**config.mk**
```make
export PLATFORM = sky130hd
export DESIGN_NAME = solar_motor_sched
export DESIGN_NICKNAME = d
export VERILOG_FILES = /design/src/rtl/solar_pkg.sv /design/src/rtl/solar_dwell_timer.sv /design/src/rtl/solar_motor_sched.sv
export SDC_FILE = /design/constraint.sdc
export NUM_CORES = 1
export LEC_CHECK = 0
export CAP_MARGIN = 15
export CORE_ASPECT_RATIO = 0.5
export CORE_UTILIZATION = 62
export CTS_CLUSTER_SIZE = 8
export DETAILED_ROUTE_END_ITERATION = 8
export PLACE_DENSITY = 0.92
export RECOVER_POWER = 25
export SLEW_MARGIN = 20
export SYNTH_ARGS = -nofsm -noshare
export SYNTH_HDL_FRONTEND = slang
export SYNTH_SLANG_ARGS = --single-unit
```
**constraint.sdc**
```tcl
create_clock -name clk -period 5.53 [get_ports clk]
set_input_delay 1.106 -clock clk [delete_from_list [all_inputs] [get_ports clk]]
set_output_delay 1.106 -clock clk [all_outputs]
set_load 0.01 [all_outputs]
```
**src/rtl/solar_pkg.sv**
```systemverilog
// Shared types for the solar tracker motor scheduler: FSM state encoding and
// the axis / direction codes driven onto the motor driver pins.
package solar_pkg;

   typedef enum logic [2:0] {
      ST_IDLE,
      ST_DEAD,
      ST_RUN,
      ST_BRAKE,
      ST_COOL
   } state_t;

   localparam logic AXIS_NS = 1'b0;
   localparam logic AXIS_EW = 1'b1;
   localparam logic DIR_POS = 1'b0;
   localparam logic DIR_NEG = 1'b1;

endpackage

```
**src/rtl/solar_dwell_timer.sv**
```systemverilog
// Dwell counter for the scheduler: counts up from zero after every clear and
// flags the last cycle (done) and any cycle at or past it (ge) of a dwell.
module solar_dwell_timer #(
   parameter int CW = 16
) (
   input  logic          clk,
   input  logic          rst,
   input  logic          clr,
   input  logic [CW-1:0] limit,
   output logic [CW-1:0] cnt,
   output logic          done,
   output logic          ge
);

   logic [CW-1:0] last;

   assign last = limit - CW'(1);
   assign done = (cnt == last);
   assign ge   = (cnt >= last);

   always_ff @(posedge clk or posedge rst) begin
      if (rst)
         cnt <= '0;
      else if (clr)
         cnt <= '0;
      else
         cnt <= cnt + CW'(1);
   end

endmodule

```
**src/rtl/solar_motor_sched.sv**
```systemverilog
// Schedules N/E/S/W tracker requests onto one shared motor driver with dead
// time, minimum/maximum on-time and a cooldown after a timeout.
module solar_motor_sched
   import solar_pkg::*;
#(
   parameter int CW       = 16,
   parameter int DEAD_CYC = 16,
   parameter int MIN_ON   = 64,
   parameter int MAX_ON   = 4096,
   parameter int COOL_CYC = 1024
) (
   input  logic clk,
   input  logic rst,
   input  logic en,
   input  logic req_n,
   input  logic req_s,
   input  logic req_e,
   input  logic req_w,
   output logic drv_en,
   output logic drv_axis,
   output logic drv_dir,
   output logic busy,
   output logic timeout
);

   localparam logic [CW-1:0] DEAD_L   = CW'(DEAD_CYC);
   localparam logic [CW-1:0] MIN_L    = CW'(MIN_ON);
   localparam logic [CW-1:0] COOL_L   = CW'(COOL_CYC);
   localparam logic [CW-1:0] MAX_LAST = CW'(MAX_ON - 1);

   state_t        state, state_nx;
   logic [CW-1:0] cnt, limit;
   logic          done, ge, clr;
   logic          last_axis;
   logic          ns_valid, ew_valid;
   logic          req_lat, req_opp, release_c;
   logic          gnt, gnt_axis, gnt_dir, tmo_nx;

   assign ns_valid = req_n ^ req_s;
   assign ew_valid = req_e ^ req_w;

   // drv_axis/drv_dir double as the latched grant while DEAD/RUN are active
   assign req_lat   = (drv_axis == AXIS_EW) ? ((drv_dir == DIR_NEG) ? req_w : req_e)
                                            : ((drv_dir == DIR_NEG) ? req_s : req_n);
   assign req_opp   = (drv_axis == AXIS_EW) ? ((drv_dir == DIR_NEG) ? req_e : req_w)
                                            : ((drv_dir == DIR_NEG) ? req_n : req_s);
   assign release_c = !req_lat || req_opp;

   assign clr  = (state_nx != state);
   assign busy = (state != ST_IDLE);

   solar_dwell_timer #(.CW(CW)) u_dwell (
      .clk   (clk),
      .rst   (rst),
      .clr   (clr),
      .limit (limit),
      .cnt   (cnt),
      .done  (done),
      .ge    (ge)
   );

   always_comb begin
      state_nx = state;
      limit    = DEAD_L;
      gnt      = 1'b0;
      gnt_axis = drv_axis;
      gnt_dir  = drv_dir;
      tmo_nx   = 1'b0;
      case (state)
         ST_IDLE: begin
            if (en && (ns_valid || ew_valid)) begin
               gnt      = 1'b1;
               gnt_axis = (ns_valid && ew_valid) ? ~last_axis : ew_valid;
               gnt_dir  = gnt_axis ? req_w : req_s;
               state_nx = ST_DEAD;
            end
         end
         ST_DEAD: begin
            if (!en || release_c)
               state_nx = ST_IDLE;
            else if (done)
               state_nx = ST_RUN;
         end
         ST_RUN: begin
            // ge tracks MIN_ON here; the MAX_ON limit is compared directly
            limit = MIN_L;
            if (!en)
               state_nx = ST_BRAKE;
            else if (cnt == MAX_LAST) begin
               state_nx = ST_COOL;
               tmo_nx   = 1'b1;
            end else if (release_c && ge)
               state_nx = ST_BRAKE;
         end
         ST_BRAKE: begin
            if (done)
               state_nx = ST_IDLE;
         end
         ST_COOL: begin
            limit = COOL_L;
            if (done)
               state_nx = ST_IDLE;
         end
         default: state_nx = ST_IDLE;
      endcase
   end

   always_ff @(posedge clk or posedge rst) begin
      if (rst) begin
         state     <= ST_IDLE;
         drv_en    <= 1'b0;
         drv_axis  <= AXIS_NS;
         drv_dir   <= DIR_POS;
         timeout   <= 1'b0;
         last_axis <= AXIS_EW;
      end else begin
         state   <= state_nx;
         drv_en  <= (state_nx == ST_RUN);
         timeout <= tmo_nx;
         if (gnt) begin
            drv_axis  <= gnt_axis;
            drv_dir   <= gnt_dir;
            last_axis <= gnt_axis;
         end
      end
   end

endmodule

```
* Word level (Yosys, flattened, before mapping)
Cells that the tools add are included.
** Word-level totals
- Register bits :: 24
- Input port bits :: 7
- Output and inout port bits :: 5
- Logic and storage cells :: 58
** Operators by class
- $add $sub $neg :: 2
- $lt $le $gt $ge :: 1
- Equality and inequality tests :: 8
- Muxes and demuxes :: 25
- Bitwise gates (word level) :: 3
- Reduce and logical (&&, ||, !) cells :: 12
** Operator list (count)
- case mux 11 bit (2 select lines) :: 1
- 2-to-1 mux 3 bit :: 7
- adder 16 x 1 -> 16 bit (second input constant) :: 1
- == test 16 x 12 -> 1 bit (second input constant) :: 1
- == test 16 bit :: 1
- >= comparator 16 bit :: 1
- 2-to-1 mux 16 bit :: 1
- 2-to-1 mux 1 bit :: 15
- case mux 3 bit (4 select lines) :: 1
- subtractor 11 x 1 -> 12 bit (second input constant) :: 1
- == test 3 x 2 -> 1 bit (second input constant) :: 3
- == test 3 x 1 -> 1 bit (second input constant) :: 1
- == test 3 bit (second input constant) :: 1
- logical AND 1 bit :: 3
- zero test 3 bit :: 1
- logical OR 1 bit :: 3
- inequality test 3 bit :: 1
- AND reduction 3 bit :: 1
- nonzero test 3 bit :: 1
- zero test 1 bit :: 2
- OR reduction 2 bit :: 1
- bitwise XOR 1 bit :: 2
- inverter 1 bit :: 1

* Longest topological paths before layout
Gate-level depths: netlist (run 1).
- Word-level depth :: 11
- Mapped depth :: 10
- Mapped depth without buffers :: 8

* Modules after synthesis
From an unflattened synthesis (run 1), not the netlist that was laid out.
** Second synthesis, totals
- Cell total of the unflattened synthesis :: 222
- Area, all modules :: 1911.8 µm²
** Modules (own cells, without submodules)
- solar_dwell_timer :: instances 1, cells each 146, area each 1320.0 µm², sequential area each 400.4 µm²
- solar_motor_sched :: instances 1, cells each 76, area each 591.8 µm², sequential area each 201.4 µm²

* Worst setup path before layout (run 1)
No wires, ideal clock.
- Kind :: input port to flip-flop
- Start :: input port req_s
- End :: register u_dwell.cnt[10]
- Arrival time :: 2.503 ns
- Required time :: 5.443 ns
- Slack :: 2.940 ns
- Cell stages on the path :: 6
- Cell sequence :: or3b_2 -> a211oi_1 -> or2_2 -> o221ai_2 -> buf_6 -> a211oi_2
** On the way
- Cells in the longest elaborated chain, start to end :: 11
- Elaborated cells on any way between the ends :: 19
** Ends and longest elaborated chain
- start, declared :: line solar_motor_sched.sv:16 : input logic req_s,
- 2-to-1 mux 1 bit :: line solar_motor_sched.sv:44 : : ((drv_dir == DIR_NEG) ? req_s : req_n);
- 2-to-1 mux 1 bit :: line solar_motor_sched.sv:43 : assign req_lat = (drv_axis == AXIS_EW) ? ((drv_dir == DIR_NEG) ? req_w : req_e)
- zero test 1 bit :: line solar_motor_sched.sv:47 : assign release_c = !req_lat || req_opp;
- logical OR 1 bit :: line solar_motor_sched.sv:47
- logical AND 1 bit :: line solar_motor_sched.sv:92 : end else if (release_c && ge)
- 2-to-1 mux 3 bit :: line solar_motor_sched.sv:92
- 2-to-1 mux 3 bit :: line solar_motor_sched.sv:89 : else if (cnt == MAX_LAST) begin
- 2-to-1 mux 3 bit :: line solar_motor_sched.sv:87 : if (!en)
- case mux 3 bit (4 select lines) * :: line solar_motor_sched.sv:69 : case (state)
- inequality test 3 bit * :: line solar_motor_sched.sv:49 : assign clr = (state_nx != state);
- 2-to-1 mux 16 bit * :: line solar_dwell_timer.sv:24 : else if (clr)
- end signal, assigned :: line solar_dwell_timer.sv:27 : cnt <= cnt + CW'(1);
- end, declared :: line solar_dwell_timer.sv:10 : output logic [CW-1:0] cnt,
Mark *: on every way between the ends. The rest lies on a longest branch, timed or not.
A chain may end at the register's enable or synchronous reset.

* Worst setup path after layout (run 1)
- Start :: input port req_n
- End :: register u_dwell.cnt[1]
** On the way
- Cells in the longest elaborated chain, start to end :: 11
- Elaborated cells on any way between the ends :: 19
** Ends and longest elaborated chain
- start, declared :: line solar_motor_sched.sv:15 : input logic req_n,
- 2-to-1 mux 1 bit :: line solar_motor_sched.sv:44
- 2-to-1 mux 1 bit :: line solar_motor_sched.sv:43
- zero test 1 bit :: line solar_motor_sched.sv:47
- logical OR 1 bit :: line solar_motor_sched.sv:47
- logical AND 1 bit :: line solar_motor_sched.sv:92
- 2-to-1 mux 3 bit :: line solar_motor_sched.sv:92
- 2-to-1 mux 3 bit :: line solar_motor_sched.sv:89
- 2-to-1 mux 3 bit :: line solar_motor_sched.sv:87
- case mux 3 bit (4 select lines) * :: line solar_motor_sched.sv:69
- inequality test 3 bit * :: line solar_motor_sched.sv:49
- 2-to-1 mux 16 bit * :: line solar_dwell_timer.sv:24
Marked as above.

==> flow_summary_export.csv, run 1 <==
group,metric,value,unit
sta,finalCritPeriodShare,0.582,
die,ioPinCount,12,
global_routing,grt_util_met2,0.489,
place,port_buffers,11,
sta,setup_viol,0,
sta,slew_viol_final,0,
global_routing,grt_use_met1,0.376,
critical_path,cpMaxStageDelayCell,"clkdlybuf4s50_1",
routing,ant_nets,0,
logic_synthesis,syn_inst,157,
clock_tree,cts_resized,0,
sta,skew,0.00285,ns
run_status,status,"finished clean",
layout,area_growth_syn_to_layout,9.75,%
clock_tree,clkTransAtPathRegs,0.09,ns
sta,fin_setup_tns,0,ns
routing,wl_per_cell,17.2,microns
hold_path,min_path_type,"reg2reg",
routing,dr.pass1.iters,4,
global_routing,top_usage_layer,"met2",
clock_tree,cts_sinks,24,
routing,drt_iter0_markers,111,
global_routing,grt_pass1_vias,1279,
hold_path,hold_depth,1,
logic_synthesis,synth_edf_count,0,
critical_path,path_cells,"clkdlybuf4s50_1 -> or3b_2 -> a211oi_1 -> or2_2 -> o221ai_2 -> a211oi_1",
place,pre_cts_ws,2.04,ns
routing,vias,1306,
clock_tree,htreeDepth,1,
clock_tree,holdBufCountCts,0,
logic_synthesis,synth_nets,171,
critical_path,crit_fanout,16,
clock_tree,insertion_delay,0.27,ns
global_routing,track_usage,0.299,
critical_path,worst-path-buf-inv,1,
routing,wirelength,3.47,mm
clock_tree,cts_setup_buffers,0,
sta,slew_headroom,0.343,
critical_path,arrival,3.40,ns
logic_synthesis,synth_area_leaders,"dfrtp_1, a211oi_2, xnor2_1, ha_1, a211oi_1",
layout,drive_above_1_share,0.186,
critical_path,cp-start-kind,"primary input",
die,die_h,38.4,microns
layout,diodes,0,
sta,hold_viol,0,
power,pwr_density_cell,369,nW/um^2
place,gp_congestion,0.870,
die,die_area,2870,sq um
sta,fmax,310,MHz
logic_synthesis,yosys.area.top_type_share,0.350,
die,num_rows,12,
sta,worst_pin_slew,0.985,ns
global_routing,antenna_found_initial,0,
critical_path,crit_cells,6,
logic_synthesis,synth-seq-cells,24,
global_routing,grt_pass1_wl,6.03,mm
critical_path,crit_path_end_kind,"register",
place,dp.final_hpwl,2.47,mm
sta,rsz0062_at_grt,"no",
logic_synthesis,yosysWarningCount,0,
logic_synthesis,ys.flop_type,"dfrtp_1",
logic_synthesis,synth_area_per_cell,10.5,sq um
die,core-area,2360,sq um
clock_tree,cts_tree,"yes",
sta,worst_slack,2.31,ns
sta,finalCriticalPeriod,3.22,ns
job,cap_violations,0,
logic_synthesis,synth_top_area_cell,"dfrtp_1",
clock_tree,cts.path.max_buffers,2,
power,ir_drop,0.000363,V
routing,drc,0,
global_routing,grt-ovfl-total,0,
global_routing,grt_max_degree,25,
routing,via_per_inst,6.47,
clock_tree,cts_buffers,3,
critical_path,crit_type,"in2reg",
logic_synthesis,ys_seq_area_frac,0.366,
logic_synthesis,ys_types,46,
power,power,0.000665,W
die,initial_core_util,0.697,
layout,fin_nets,182,
logic_synthesis,async_reset_ff_frac,1.00,
critical_path,crit_required,5.71,ns
critical_path,reg2reg_depth,8,
critical_path,crit_top_cell,"a211oi_1",
critical_path,critical_path.max_stage_delay,0.52,ns
logic_synthesis,netlist_area,1640,sq um
critical_path,path_delay_family,"compound AO/OA/AOI/OAI gates",
clock_tree,cts_root_buffer,"clkbuf_8",
global_routing,met3_usage,0.0763,
power,p_leak,0.725,nW
die,die_x,74.8,microns
## sequential cells by signal (all words and copies together) (netlist names)
name         cells
timeout          1
drv_axis         1
last_axis        1
state            3
u_dwell.cnt     16
drv_dir          1
drv_en           1
## final timing paths
| path | start | endpoint | slack [ns] |
|---|---|---|---|
| max in group asynchronous | rst | u_dwell.cnt[9] | 3.50 |
| worst min-delay path | u_dwell.cnt[0] | u_dwell.cnt[0] | 0.50 |
| worst max register to register | state[1] | u_dwell.cnt[1] | 2.40 |
| worst max-delay path | req_n | u_dwell.cnt[1] | 2.31 |
| min in group asynchronous | rst | state[2] | 1.47 |
| worst min register to register | u_dwell.cnt[0] | u_dwell.cnt[0] | 0.50 |
## cell type report
cell class	count	area, sq um
clock buffers	3	41.3
clock inverters	1	30.0
fillers	149	554
inverters	8	30.0
multi-input cells	119	938
flip-flops and latches	24	602
well taps	35	43.8
repair buffers	12	118
## power by group
part / switching, W / internal [W]
Clock: 0.0000583 / 0.0000969
Sequential: 0.0000343 / 0.000208
Combinational: 0.000162 / 0.000106
Total: 0.000254 / 0.000410
## stage by stage
stage                util  hold WS [ns]  cell area [sq um]  instances
floorplan               -         0.453               1640        157
global placement    0.737         0.488               1740        198
detailed placement  0.737         0.489               1740        198
CTS                 0.767         0.503               1810        202
global route        0.765         0.534               1800        202
finish              0.765         0.501               1800        202
## layout by cell type (no fill, tap or decap), types with 2 or more instances in the layout
cell | netlist | final
nor3_1 | 4 | 5
clkdlybuf4s50_1 | 0 | 10
nand2_1 | 12 | 12
xor2_1 | 5 | 5
nand2b_1 | 3 | 3
nand4_1 | 4 | 4
inv_1 | 8 | 8
or2_2 | 2 | 2
nand3b_1 | 3 | 3
nand3_1 | 7 | 7
a21o_1 | 2 | 2
a21oi_1 | 5 | 5
o211ai_1 | 2 | 2
a211oi_2 | 10 | 10
ha_1 | 7 | 7
and3_1 | 3 | 3
clkbuf_8 | 1 | 3
a211oi_1 | 8 | 8
o21ai_0 | 4 | 4
dfrtp_1 | 23 | 23
or3b_2 | 2 | 2
nor2_1 | 6 | 6
xnor2_1 | 11 | 11
## cells in the mapped netlist, types with 3 or more instances
cell type / n
nand2_1: 12
nand4_1: 4
nor3_1: 4
nor2_1: 6
a21oi_1: 5
xor2_1: 5
nand3b_1: 3
nand3_1: 7
nand2b_1: 3
a211oi_2: 10
xnor2_1: 11
ha_1: 7
inv_1: 8
o21ai_0: 4
a211oi_1: 8
and3_1: 3
dfrtp_1: 23
## per-layer routing
layer / up-vias / share of wire
li1: 602 / -
met1: 629 / 0.43
met2: 55 / 0.47
met3: 20 / 0.062
met4: 0 / 0.035
met5: - / 0
## cells by family after synthesis
kind of cell | share of synthesized area
simple gates | 0.221
buf+inv | 0.0594
xor+xnor | 0.0853
compound gates | 0.215
flops | 0.366
fa+ha+maj | 0.0533
(Power assumes the default switching activity.)
==> run 2: changes to the inputs <==
- CORE_UTILIZATION: 62 -> 52
- PLACE_DENSITY: 0.92 -> 0.83
- clock period: 5.53 -> 2.7 ns (I/O delays scaled with it)
==> flow_summary_export.csv, run 2 (synthesized netlist as in run 1, its figures left out) <==
group,metric,value,unit
routing,vias,1243,
clock_tree,insertion_delay,0.27,ns
critical_path,arrival,2.70,ns
sta,skew,0.000865,ns
routing,dr.pass1.iters,4,
die,initial_core_util,0.591,
critical_path,critical_path.max_stage_delay,0.43,ns
clock_tree,cts_tree,"yes",
critical_path,cp-start-kind,"register",
clock_tree,clkTransAtPathRegs,0.09,ns
global_routing,antenna_found_initial,0,
clock_tree,cts_sinks,24,
clock_tree,cts.path.max_buffers,2,
place,port_buffers,11,
sta,slew_viol_final,0,
place,placed_area,1790,sq um
hold_path,hold_end,"u_dwell.cnt[0]",
die,ioPinCount,12,
hold_path,hold_depth,1,
layout,drive_above_1_share,0.205,
clock_tree,cts_buffers,3,
power,pwr_density_cell,761,nW/um^2
sta,fmax,397,MHz
critical_path,r2r_setup_slack,0.18,ns
place,gp_congestion,0.894,
critical_path,worst_r2r_startpoint,"state[0]",
routing,wl_per_cell,15.6,microns
global_routing,grt-ovfl-total,0,
global_routing,grt_pass1_wl,5.71,mm
hold_path,min_path_type,"reg2reg",
critical_path,reg2reg_depth,9,
routing,drc,0,
die,num_rows,13,
sta,fin_setup_tns,0,ns
global_routing,track_usage,0.222,
clock_tree,cts_setup_buffers,0,
power,ir_drop,0.000489,V
sta,finalCritPeriodShare,0.932,
layout,regMostFlops,"u_dwell.cnt",
die,die_h,41.7,microns
sta,hold_viol,0,
critical_path,worst-path-buf-inv,1,
layout,final_cell_mix,"dfrtp_1, nand2_1, xnor2_1, a211oi_2, clkdlybuf4s50_1",
critical_path,cpMaxStageDelayCell,"dfrtp_1",
critical_path,crit_path_end_kind,"register",
run_status,status,"finished clean",
hold_path,hp-start,"u_dwell.cnt[0]",
clock_tree,cts_root_buffer,"clkbuf_8",
sta,setup_viol,0,
critical_path,crit_required,2.88,ns
critical_path,crit_fanout,16,
clock_tree,htreeDepth,1,
sta,finalCriticalPeriod,2.52,ns
routing,ant_nets,0,
layout,fin_nets,186,
sta,slew_headroom,0.144,
routing,wirelength,3.25,mm
layout,diodes,0,
critical_path,r2r-end,"u_dwell.cnt[15]",
routing,drt_iter0_markers,90,
layout,area_growth_syn_to_layout,13.3,%
die,core-area,2780,sq um
routing,via_per_inst,5.98,
layout,largest_register_ffs,16,
place,dp.final_hpwl,2.36,mm
global_routing,grt_max_degree,25,
die,die_x,81.5,microns
sta,worst_pin_slew,1.28,ns
critical_path,crit_type,"reg2reg",
clock_tree,holdBufCountCts,0,
job,cap_violations,0,
die,die_area,3400,sq um
sta,rsz0062_at_grt,"no",
critical_path,path_delay_family,"compound AO/OA/AOI/OAI gates",
global_routing,grt_pass1_vias,1239,
layout,reg.largest.list,"u_dwell.cnt (16), state (3)",
layout,stdcell_area,1860,sq um
power,p_leak,0.751,nW
critical_path,path_cells,"nor2_1 -> nand2_1 -> ha_1 -> nor4_1 -> nand4_1 -> a311oi_2 -> o221ai_2 -> buf_12 -> a211oi_1",
layout,layout_commonest_cell,"dfrtp_1",
==> run 2: cell types whose count changed in the layout (fill, tap and decap cells not counted) <==
cell      previous run  this run
buf_12               0         2
buf_4                1         2
clkbuf_1             0         1
nor3_1               5         4
nor3_2               0         1
==> run 2: report_power, final <==
part | total [W] | switching [W] | internal (W)
combinational | 0.000615 | 0.000336 | 0.000279
clock | 0.000321 | 0.000122 | 0.000199
sequential | 0.000482 | 0.0000558 | 0.000426
==> run 2: final cells by class <==
cell class	instances	area (sq um)
Fill cell	208	920
Timing Repair Buffer	16	169
Clock inverter	1	30.0
Tap cell	37	46.3
Multi-Input combinational cell	119	943
Sequential cell	24	602
Inverter	8	30.0
Clock buffer	3	41.3
==> run 2: worst max path at each step <==
| stage | from | to | slack, ns | cells after the start |
|---|---|---|---|---|
| floorplan | state[1] | u_dwell.cnt[13] | 0.29 | 10 |
| global placement | req_n | u_dwell.cnt[3] | 0.13 | 7 |
| detailed placement | req_n | u_dwell.cnt[15] | 0.07 | 7 |
| CTS | state[0] | u_dwell.cnt[15] | 0.18 | 9 |
| global route | state[0] | u_dwell.cnt[15] | 0.03 | 9 |
| finish | state[0] | u_dwell.cnt[15] | 0.18 | 9 |
==> run 2: worst register-to-register path, delay by kind of cell, from the launching register on <==
kind,cells,cell delay [ns]
compound gates,3,0.79
fa+ha+maj,1,0.24
buf+inv,1,0.19
flops,1,0.43
simple gates,4,0.78
==> run 2: metal layers <==
metal	GRT usage	part of all wire
met5	0	0
met4	0.0571	0.0083
met3	0.0637	0.037
met2	0.355	0.48
met1	0.295	0.48
==> run 2: metrics by stage <==
step | utilization | setup WS, ns | power, W | instances | hold slack (ns)
2_1_floorplan | - | 0.289 | 0.000925 | 157 | 0.453
3_3_place_gp | 0.645 | 0.129 | 0.00109 | 204 | 0.473
3_5_place_dp | 0.645 | 0.0660 | 0.00110 | 204 | 0.490
4_1_cts | 0.671 | 0.184 | 0.00143 | 208 | 0.502
5_1_grt | 0.669 | 0.0289 | 0.00150 | 208 | 0.533
6_report | 0.669 | 0.183 | 0.00142 | 208 | 0.505
==> run 2: repair_timing <==
action                                  4_1_cts  5_1_grt
gates resized for setup                       0        0
endpoints found under the hold margin         0        0
endpoints found under the setup margin        0        1
